[src/rtl/spi_io_pkg.sv]
// Shared constants for the SPI IO controller: FSM encodings, register map and field positions.
// Constants only: no latency or backpressure of its own.
package spi_io_pkg;

  typedef logic [1:0] spi_state_t;

  localparam spi_state_t ST_IDLE  = 2'd0;
  localparam spi_state_t ST_SETUP = 2'd1;
  localparam spi_state_t ST_XFER  = 2'd2;
  localparam spi_state_t ST_HOLD  = 2'd3;

  localparam logic [1:0] REG_DATA   = 2'd0;
  localparam logic [1:0] REG_CTRL   = 2'd1;
  localparam logic [1:0] REG_STATUS = 2'd2;

  localparam int STAT_BUSY = 0;
  localparam int STAT_RXV  = 1;
  localparam int STAT_OVR  = 2;

  localparam int CTRL_DEV_LSB = 0;
  localparam int CTRL_IE      = 3;

  function automatic logic [7:0] status_byte(input logic busy, input logic rxv, input logic ovr);
    logic [7:0] s;
    s            = '0;
    s[STAT_BUSY] = busy;
    s[STAT_RXV]  = rxv;
    s[STAT_OVR]  = ovr;
    return s;
  endfunction

endpackage

[src/rtl/spi_tick_gen.sv]
// Half-period tick generator: one-cycle tick_o every CLK_DIV cycles, first tick CLK_DIV cycles after restart.
// No backpressure; restart_i zeroes the phase on the edge where it is sampled high.
module spi_tick_gen #(
  parameter int CLK_DIV = 4
) (
  input  logic clk_i,
  input  logic reset_i,
  input  logic restart_i,
  output logic tick_o
);

  localparam logic [7:0] LAST = 8'(CLK_DIV - 1);

  logic [7:0] cnt;

  always_ff @(posedge clk_i or negedge reset_i) begin
    if (!reset_i) begin
      cnt <= '0;
    end else if (restart_i || cnt == LAST) begin
      cnt <= '0;
    end else begin
      cnt <= cnt + 8'd1;
    end
  end

  assign tick_o = (cnt == LAST);

endmodule

[src/rtl/spi_io_ctrl.sv]
// Memory-mapped mode-0 SPI master: 8-bit MSB-first transfer of 18*CLK_DIV cycles, reads have 1-cycle latency.
// No backpressure: DATA writes arriving while busy or with dev==0 are dropped and flagged as overrun.
module spi_io_ctrl
  import spi_io_pkg::*;
#(
  parameter int CLK_DIV  = 4,
  parameter int DEV_BITS = 3
) (
  input  logic                clk_i,
  input  logic                reset_i,
  input  logic                io_wr_ni,
  input  logic                io_rd_i,
  input  logic [1:0]          reg_addr_i,
  input  logic [7:0]          data_i,
  output logic [7:0]          rd_data_o,
  output logic                irq_o,
  output logic                busy_o,
  output logic                spi_clk,
  output logic                mosi,
  input  logic                miso,
  output logic [DEV_BITS-1:0] spi_addr
);

  spi_state_t          state;
  logic [2:0]          bit_cnt;
  logic [7:0]          shifter;
  logic [7:0]          rx_byte;
  logic                rx_valid;
  logic                overrun;
  logic                ie;
  logic [DEV_BITS-1:0] dev;
  logic                tick;
  logic [7:0]          rd_mux;

  logic wr_en, data_wr, start, done, data_rd;

  assign wr_en   = !io_wr_ni;
  assign data_wr = wr_en && (reg_addr_i == REG_DATA);
  assign start   = data_wr && (state == ST_IDLE) && (dev != '0);
  assign done    = (state == ST_HOLD) && tick;
  assign data_rd = io_rd_i && (reg_addr_i == REG_DATA);

  assign busy_o = (state != ST_IDLE);
  assign irq_o  = rx_valid && ie;

  spi_tick_gen #(.CLK_DIV(CLK_DIV)) u_tick (
    .clk_i     (clk_i),
    .reset_i   (reset_i),
    .restart_i (start),
    .tick_o    (tick)
  );

  // The shifter doubles as tx and rx register: each rising tick shifts miso in,
  // leaving the next outgoing bit in shifter[7] for the following falling tick.
  always_ff @(posedge clk_i or negedge reset_i) begin
    if (!reset_i) begin
      state    <= ST_IDLE;
      bit_cnt  <= '0;
      shifter  <= '0;
      spi_clk  <= 1'b0;
      mosi     <= 1'b0;
      spi_addr <= '0;
    end else begin
      case (state)
        ST_IDLE: begin
          if (start) begin
            state    <= ST_SETUP;
            shifter  <= data_i;
            mosi     <= data_i[7];
            spi_addr <= dev;
            spi_clk  <= 1'b0;
            bit_cnt  <= '0;
          end
        end
        ST_SETUP: begin
          if (tick) state <= ST_XFER;
        end
        ST_XFER: begin
          if (tick) begin
            if (!spi_clk) begin
              spi_clk <= 1'b1;
              shifter <= {shifter[6:0], miso};
            end else begin
              spi_clk <= 1'b0;
              bit_cnt <= bit_cnt + 3'd1;
              if (bit_cnt == 3'd7) state <= ST_HOLD;
              else                 mosi  <= shifter[7];
            end
          end
        end
        ST_HOLD: begin
          if (tick) begin
            state    <= ST_IDLE;
            spi_addr <= '0;
          end
        end
        default: state <= ST_IDLE;
      endcase
    end
  end

  always_comb begin
    rd_mux = '0;
    case (reg_addr_i)
      REG_DATA:   rd_mux = rx_byte;
      REG_CTRL: begin
        rd_mux[CTRL_DEV_LSB +: DEV_BITS] = dev;
        rd_mux[CTRL_IE]                  = ie;
      end
      REG_STATUS: rd_mux = status_byte(busy_o, rx_valid, overrun);
      default:    rd_mux = '0;
    endcase
  end

  always_ff @(posedge clk_i or negedge reset_i) begin
    if (!reset_i) begin
      dev       <= '0;
      ie        <= 1'b0;
      overrun   <= 1'b0;
      rx_byte   <= '0;
      rx_valid  <= 1'b0;
      rd_data_o <= '0;
    end else begin
      if (wr_en && reg_addr_i == REG_CTRL) begin
        dev <= data_i[CTRL_DEV_LSB +: DEV_BITS];
        ie  <= data_i[CTRL_IE];
      end
      if (data_wr && !start)                          overrun <= 1'b1;
      else if (wr_en && reg_addr_i == REG_STATUS)     overrun <= 1'b0;
      // Completion beats a coincident DATA read; the read still sees the old byte.
      if (done) begin
        rx_byte  <= shifter;
        rx_valid <= 1'b1;
      end else if (start || data_rd) begin
        rx_valid <= 1'b0;
      end
      if (io_rd_i) rd_data_o <= rd_mux;
    end
  end

endmodule

[config.mk]
export PLATFORM = sky130hd
export DESIGN_NAME = spi_io_ctrl
export DESIGN_NICKNAME = d
export VERILOG_FILES = /design/src/rtl/spi_io_pkg.sv /design/src/rtl/spi_tick_gen.sv /design/src/rtl/spi_io_ctrl.sv
export SDC_FILE = /design/constraint.sdc
export NUM_CORES = 1
export LEC_CHECK = 0
export CAP_MARGIN = 10
export CORE_MARGIN = 2
export CORE_UTILIZATION = 48
export DETAILED_ROUTE_END_ITERATION = 6
export GPL_TIMING_DRIVEN = 0
export PLACE_DENSITY = 0.68
export SETUP_SLACK_MARGIN = 0.1
export SYNTH_ARGS = -nofsm -noshare
export SYNTH_HDL_FRONTEND = slang
export SYNTH_SLANG_ARGS = --single-unit
[constraint.sdc]
create_clock -name clk_i -period 2.5 [get_ports clk_i]
set_input_delay 0.5 -clock clk_i [delete_from_list [all_inputs] [get_ports clk_i]]
set_output_delay 0.5 -clock clk_i [all_outputs]
set_load 0.02 [all_outputs]
# Word-level counts from Yosys, hierarchy flattened
# Index checks and enable logic that the tools add are counted.
# op_classes
n_reduce_logical	27
eq_ne	15
add_sub_neg	2
muxes	34
# ops
cell	n
2-to-1 mux 8 bit	4
!= test 2 bit, second input constant	8
case mux 8 bit (2 select lines)	1
2-to-1 mux 3 bit	5
2-to-1 mux 2 bit	6
case mux 3 bit (2 select lines)	2
case mux 4 bit (3 select lines)	1
2-to-1 mux 1 bit	11
nonzero test 2 bit	5
logical AND 1 bit	9
adder 8 x 1 -> 8 bit, second input constant	1
== test 8 x 2 -> 1 bit, second input constant	1
case mux 2 bit (4 select lines)	1
AND reduction 4 bit	2
== test 2 bit, second input constant	3
AND reduction 3 bit	2
AND reduction 6 bit	1
AND reduction 5 bit	1
== test 2 x 1 -> 1 bit, second input constant	2
zero test 2 bit	2
2-to-1 mux 4 bit	1
case mux 1 bit (2 select lines)	2
adder 3 x 1 -> 3 bit, second input constant	1
== test 3 bit, second input constant	1
other kinds (3)	5
# totals
elab_cells	91
in_bits	15
out_inout_bits	15
regBits	48

# Longest topological paths before layout
# Gate-level depths: netlist (run 1).
# depth
word_depth	7
ltp_mapped	7

# Hierarchy
# A second synthesis (run 1) with hierarchy kept.
# unflattened
cells_unflattened	219
hier_area_um2	2376.0
# modules_own_cells
mod	cells_per_inst	seq_area_each_um2	area_per_inst_um2	instances
spi_io_ctrl	180	1001.0	1968.1	1
spi_tick_gen	39	200.2	407.9	1

# Least setup slack after synthesis (run 1)
# No wires, ideal clock.
# synth_timing
path_kind	input-to-reg
from	input reg_addr_i[0]
to	register state[1]
t_arrival_ns	1.904
path_slack_ns	0.472
setup_ns	0.125
path_stages	5
path_buffers	1
cell_sequence	clkbuf_1 or3_4 o21ai_0 o221a_2 mux2_2
# synth_between
elab_chain_cells	6
# synth_lines
item	line_no	source
start: declaration	spi_io_ctrl.sv:13	input logic [1:0] reg_addr_i,
zero test 2 bit	spi_io_ctrl.sv:38	assign data_wr = wr_en && (reg_addr_i == REG_DATA);
logical AND 1 bit	spi_io_ctrl.sv:38	
logical AND 1 bit (2 in a row)	spi_io_ctrl.sv:39	assign start = data_wr && (state == ST_IDLE) && (dev != '0);
!= test 2 bit (no source line)	-	
AND reduction 6 bit (no source line)	-	
end signal: assignment	spi_io_ctrl.sv:57	state <= ST_IDLE;
end signal: assignment	spi_io_ctrl.sv:67	state <= ST_SETUP;
end signal: assignment	spi_io_ctrl.sv:76	if (tick) state <= ST_XFER;
end: declaration	spi_io_ctrl.sv:24	spi_state_t state;
# Every way passes these cells.
# A chain may end at the register's enable or synchronous reset.

# Worst setup path after layout (run 1)
# layout_timing
from	input io_wr_ni
to	register state[1]
# layout_between
elab_chain_cells	6
# layout_lines
item	line_no	source
start: declaration	spi_io_ctrl.sv:11	input logic io_wr_ni,
zero test 1 bit	spi_io_ctrl.sv:37	assign wr_en = !io_wr_ni;
logical AND 1 bit	spi_io_ctrl.sv:38	
logical AND 1 bit (2 in a row)	spi_io_ctrl.sv:39	
!= test 2 bit (no source line)	-	
AND reduction 6 bit (no source line)	-	
# Every way passes these cells.

==> impl_results.md, run 1 <==
* Total Wirelength at roughly 4400 µm
* Sw frac at around 37%
* Peak Freq at 464 MHz
* Count of final setup violators at 0
* Synth Area in Simple Gates at between 10% and 20%
* Register area at 1200 µm²
* Combinational share of power at about two fifths
* Synth unique cells at 46
* Final #Nets at ~270
* CTS clock-pin slew for the worst setup and hold paths at 0.08 ns
* Most frequent cells in the layout: dfrtp_1 (48), nor2_1 (27), clkdlybuf4s50_1 (24)
* Fillers at approximately 400
* GPL Wtd Cong at 0.815
* 1st-pass router iterations at 4
* Crit path kind: primary input to flop
* IO Count at 30
* Num CTS Buffers at 5
* Full die area at about 5400 µm²
* Setup ws final at 0.345 ns
* Status: finished, final reports clean
* Clock power share at around 18%
* Most common cell after layout, fill and taps aside: dfrtp_1
* Relative slew slack at 57.0%
* Remaining DRCs at 0
* Grt ovf at 0
* Reg2Reg Depth at 6
* Final Slew Violations at 0
* RSZ-0062 raised after global routing: false
* Max_cap viols at 0
* Routed Antenna Nets at 0
* Root Driver: clkbuf_8
* EDFF count, synth at 0
* XOR/XNOR Fraction of Synth Area at ~2.2%
* Crit. End Element: flop
* Cts-stage hold buffer count at 0
* Crit path launch type: primary input
* Worst-path maximum fanout at 5
* Final core utilization at about three fifths
* Most used DFF post-synth: dfrtp_1
* Total internal power at about 0.0019 W
* Global-route wire length before repair at between 7000 and 8000 µm
* Minimum clock period after layout at between 2 and 2.5 ns
* Layout cells sized above 1 at between 10% and 20%
* Min-delay worst type: primary input to asynchronous set/reset pin
* Die Ht at ~74 µm
* Async S/R FF share, synth at 100%
* Initial cell density of the core at 49.5%
* Adder-cell share of the synthesized area at ~4.3%
* Port Buffers at 26
* Pleak at approximately 1.3 nW
* Post-synthesis mux area share at 8.94%
* Placed Cells at about 300
* Synth Area per Inst at around 11 µm²
* Power Density at between 1000 and 1500 nW/µm²
* DP Area at roughly 2700 µm²
* P_sw at approximately 0.0011 W
* # Post-CTS Setup Buffers at 0
* Clock tree buffer depth at 2
* Vias in the first global route at between 1500 and 2000
* Synth Area in Compound Gates at 15.0%
* Via count at around 1600
* CTS tree: yes
* Number of diodes at 0
* Worst slack, placed at 0.0390 ns
* Worst-Skew Late Latency at ~0.3 ns
* Area of the multi-input gates at between 1000 and 1500 µm²
* Cell Area, Synth at ~2300 µm²
* Layout Area Growth over Synthesis at 20.1%
* FF-to-FF setup slack at 0.41 ns
* Worst-margin pin slew at about 0.64 ns
* Yosys Warn Count at 0
* Worst path required time at roughly 2.7 ns
* Yosys reg bits at 48
* HPWL Detailed at approximately 3200 µm
* Syn Inst Count at between 200 and 250
* Vias/cell at between 5 and 6
* Setup Skew at roughly 0.0054 ns
* Total GRT Usage at roughly 18%
* Rows at 25
* Final worst-path cycle share at between 80% and 90%
* Worst r2r src: state[0]$_DFFE_PN0P_
* Post-CTS Resized at 0
* RR Endpoint: state[1]$_DFFE_PN0P_
* H-Tree Depth at 2
* Register area share after synthesis at 51.4%
* Final Cell Area at approximately 2800 µm²
* Worst Path Arrival at between 2 and 2.5 ns
* Tot Pwr at 0.00304 W
* Worst VDD drop at approximately 0.62 mV
* Largest net degree at the start of global routing at 35
* Initial antenna violation count at 0
* Drt wl/cell at 13.9 µm
* DIE WIDTH at 73.8 µm
* DR iter-0 viols at 84
* Mapped Nets at 235
* Combinational family with the most area after synthesis: compound AO/OA/AOI/OAI gates
* Core Area at approximately 4700 µm²
* Final Hold Viols at 0
* Part of the power in registers at 41.1%
* # clock sinks at 48
* Non-Filler Instances at roughly 310
cell usage after synthesis (all sizes together) (2+ instances only):
library cell	number	area (µm²)
a21oi	11	55.1
a221oi	6	52.6
a22o	2	17.5
a22oi	3	22.5
and3	4	27.5
buf	2	26.3
clkbuf	6	25.0
dfrtp	48	1200
ha	8	100
inv	17	63.8
mux2	15	169
mux2i	4	40.0
nand2	8	35.0
nand3	10	50.1
nor2	28	113
o21ai	8	43.8
o2bb2ai	3	26.3
o31ai	2	33.8
o41ai	2	17.5
or2	2	12.5
or3	2	17.5
xor2	5	43.8
logic make-up (layout without fill, tap and decap cells):
family                     after synthesis  count (layout)
muxes                                   19              19
adders and majority gates                8               8
AOI/OAI and AO/OA                       45              45
DFF                                     48              48
and+or+nand+nor                         61              61
buffers and inverters                   25              60
xor gates and xnor gates                 6               6
metrics by stage:
stage                     TNS [ns]  hold slack [ns]
final                            0            0.103
after global routing             0            0.125
after CTS                        0            0.106
after detailed placement         0            0.432
after global placement      -21.52            0.490
after floorplan                  0            0.204
registers in the layout, summed over array words and instances (netlist names):
signal,flops
rx_byte,8
spi_addr,3
dev,3
bit_cnt,3
rd_data_o,8
spi_clk,1
rx_valid,1
overrun,1
state,2
ie,1
u_tick.cnt,8
shifter,8
mosi,1
power by group through the flow:
stage | combinational (W) | clock [W] | sequential, W
floorplan | 0.000861 | 0 | 0.00127
detailed placement | 0.00124 | 0 | 0.00127
global placement | 0.00122 | 0 | 0.00126
finish | 0.00124 | 0.000550 | 0.00125
global route | 0.00137 | 0.000594 | 0.00128
CTS | 0.00125 | 0.000561 | 0.00125
layout make-up:
class | count | share of cell area [%]
flip-flops and latches | 48 | 42.8
multi-input cells | 139 | 36.4
repair buffers | 27 | 9.90
well taps | 67 | 2.99
clock buffers | 6 | 2.59
inverters | 17 | 2.27
plain buffers | 8 | 1.83
clock inverters | 2 | 1.25
worst max path at each step:
| stage | startpoint | endpoint | slack, ns | cells after the start |
|---|---|---|---|---|
| 2_1_floorplan | reg_addr_i[0] | state[1]$_DFFE_PN0P_ | 0.47 | 5 |
| 3_3_place_gp | reset_i | shifter[5]$_DFFE_PN0P_ | -0.45 | 1 |
| 3_5_place_dp | io_wr_ni | state[1]$_DFFE_PN0P_ | 0.04 | 5 |
| 4_1_cts | state[0]$_DFFE_PN0P_ | busy_o | 0.10 | 4 |
| 5_1_grt | state[0]$_DFFE_PN0P_ | state[1]$_DFFE_PN0P_ | 0.21 | 6 |
| 6_report | io_wr_ni | state[1]$_DFFE_PN0P_ | 0.34 | 5 |
worst max-delay path, cell delays in order:
cell	delay, ns
clkdlybuf4s50_1	0.45
or3_4	0.44
o21ai_0	0.34
o221a_2	0.28
mux2_2	0.33
routing by layer:
layer	wire length [µm]	GRT usage (%)	part of all wire, %	vias to the layer above
met3	180	4.80	4.1	4
met2	1940	25.7	44	35
met1	2190	25.8	50	787
met4	47	5.45	1.1	0
met5	0	0	0	-
li1	-	-	-	818
No activity file was read; power rests on OpenSTA's default activity.
==> run 2: changes to the inputs <==
Settings changed: CORE_MARGIN 2 to 1.5, PLACE_DENSITY 0.68 to 0.67.
==> impl_results.md, run 2 (same netlist as run 1, synthesis figures left out) <==
* Status: finished, final reports clean
* Min-delay worst type: primary input to asynchronous set/reset pin
* Layout Area Growth over Synthesis at 19.4%
* GPL Wtd Cong at ~0.79
* Count of final setup violators at 0
* Crit. End Element: flop
* Worst-Skew Late Latency at about 0.30 ns
* Max_cap viols at 0
* Vias in the first global route at 1618
* Root Driver: clkbuf_8
* Grt ovf at 0
* Number of diodes at 0
* Cts-stage hold buffer count at 0
* Num CTS Buffers at 5
* Worst-margin pin slew at slightly below 0.6 ns
* Final Slew Violations at 0
* Final Cell Area at 2790 µm²
* Non-Filler Instances at 301
* Core Area at ~4700 µm²
* Final core utilization at between 50% and 60%
* Slowest stage delay, CP at between 0.4 and 0.5 ns
* Die Ht at between 70 and 80 µm
* CP max-delay cell: clkdlybuf4s50_1
* Max Used Layer: met4
* Routed Antenna Nets at 0
* Most frequent cells in the layout: dfrtp_1 (48), nor2_1 (27), clkdlybuf4s50_1 (24)
* Relative slew slack at about three fifths
* Crit path kind: primary input to flop
* DRT met1 WL at around 2200 µm
* Power Density at about 1100 nW/µm²
* DP Area at between 2000 and 3000 µm²
* Full die area at between 5000 and 6000 µm²
* Worst-path maximum fanout at 5
* Remaining DRCs at 0
* Drt wl/cell at between 10 and 15 µm
* CP Cell Sequence: clkdlybuf4s50_1, or3_4, o21ai_0, o221a_2, mux2_2
* Port Buffers at 26
* Vias/cell at approximately 5.5
* DIE WIDTH at 72.8 µm
* CTS clock-pin slew for the worst setup and hold paths at roughly 0.09 ns
* Placed Cells at between 200 and 300
* Worst hold margin at approximately 0.10 ns
* RSZ-0062 raised after global routing: false
* Routed wl met3 at about 140 µm
* IO Count at 30
* Crit path buf inv count at 1
* Met2 wire length at between 2000 and 2500 µm
* CTS tree: yes
* HPWL Detailed at between 3000 and 4000 µm
* Peak Freq at ~460 MHz
* Final #Nets at ~270
* Worst Path Arrival at ~2.4 ns
* Global-route wire length before repair at around 7600 µm
* Total GRT Usage at a little under a fifth
* Largest net degree at the start of global routing at 35
* Pleak at about 1.3 nW
* H-Tree Depth at 2
* DR iter-0 viols at 76
* # clock sinks at between 40 and 50
* Worst VDD drop at about 0.5 mV
* Minimum clock period after layout at roughly 2.2 ns
* Clock tree buffer depth at 2
* Rows at 25
* Total Wirelength at about 4400 µm
* Layout cells sized above 1 at between 10% and 20%
* Initial antenna violation count at 0
* Final Hold Viols at 0
* 1st-pass router iterations at 4
* Most common cell after layout, fill and taps aside: dfrtp_1
* Via count at roughly 1700
* Worst path required time at 2.68 ns
* Setup Skew at 0.00907 ns
* Final worst-path cycle share at between 80% and 90%
* Crit path launch type: primary input
* Family with the most delay on the worst path: compound AO/OA/AOI/OAI gates
* Initial cell density of the core at roughly half
[run 2: cell counts in the layout (fill, tap and decap cells not counted)]
No cell type changed its count.
[run 2: metrics by stage]
step / total power, W / setup TNS (ns) / setup WS (ns)
final: 0.00304 / 0 / 0.327
after global routing: 0.00325 / 0 / 0.175
after CTS: 0.00308 / 0 / 0.109
after detailed placement: 0.00251 / 0 / 0.0140
after global placement: 0.00248 / -22.33 / -0.468
after floorplan: 0.00213 / 0 / 0.472
[run 2: final cells by class]
type | instances | area [µm²]
plain buffers | 8 | 51.3
well taps | 54 | 67.6
inverters | 17 | 63.8
clock buffers | 6 | 72.6
repair buffers | 27 | 278
clock inverters | 2 | 35.0
flip-flops and latches | 48 | 1200
multi-input cells | 139 | 1020
fillers | 426 | 1900
[run 2: power by group]
| part | switching [W] | internal [W] | total (W) | leakage, nW |
|---|---|---|---|---|
| combinational | 0.000651 | 0.000587 | 0.00124 | 0.620 |
| sequential | 0.000211 | 0.00104 | 0.00125 | 0.579 |
| clock | 0.000251 | 0.000297 | 0.000548 | 0.0552 |
[run 2: path summary, 6_finish.rpt]
check / cells past startpoint / slack [ns] / startpoint / endpoint
setup reg to reg: 6 / 0.42 / u_tick.cnt[0]$_DFF_PN0_ / state[1]$_DFFE_PN0P_
hold reg to reg: 1 / 0.51 / rd_data_o[3]$_DFFE_PN0P_ / rd_data_o[3]$_DFFE_PN0P_
max in group asynchronous: 2 / 1.90 / reset_i / mosi$_DFFE_PN0P_
hold / removal: 1 / 0.10 / reset_i / rx_valid$_DFFE_PN0P_
setup / recovery: 5 / 0.33 / io_wr_ni / state[1]$_DFFE_PN0P_
min in group clk_i: 1 / 0.51 / rd_data_o[3]$_DFFE_PN0P_ / rd_data_o[3]$_DFFE_PN0P_
[run 2: per-layer routing]
| metal | vias to the layer above | GRT usage [%] |
|---|---|---|
| li1 | 824 | - |
| met1 | 800 | 26.7 |
| met2 | 31 | 29.0 |
| met4 | 0 | 4.40 |
| met5 | - | 0 |
| met3 | 2 | 4.28 |
[run 2: repair_timing]
item,in CTS,in global routing
setup buffers,0,0
resized for setup,0,1
setup endpoints to repair,0,1
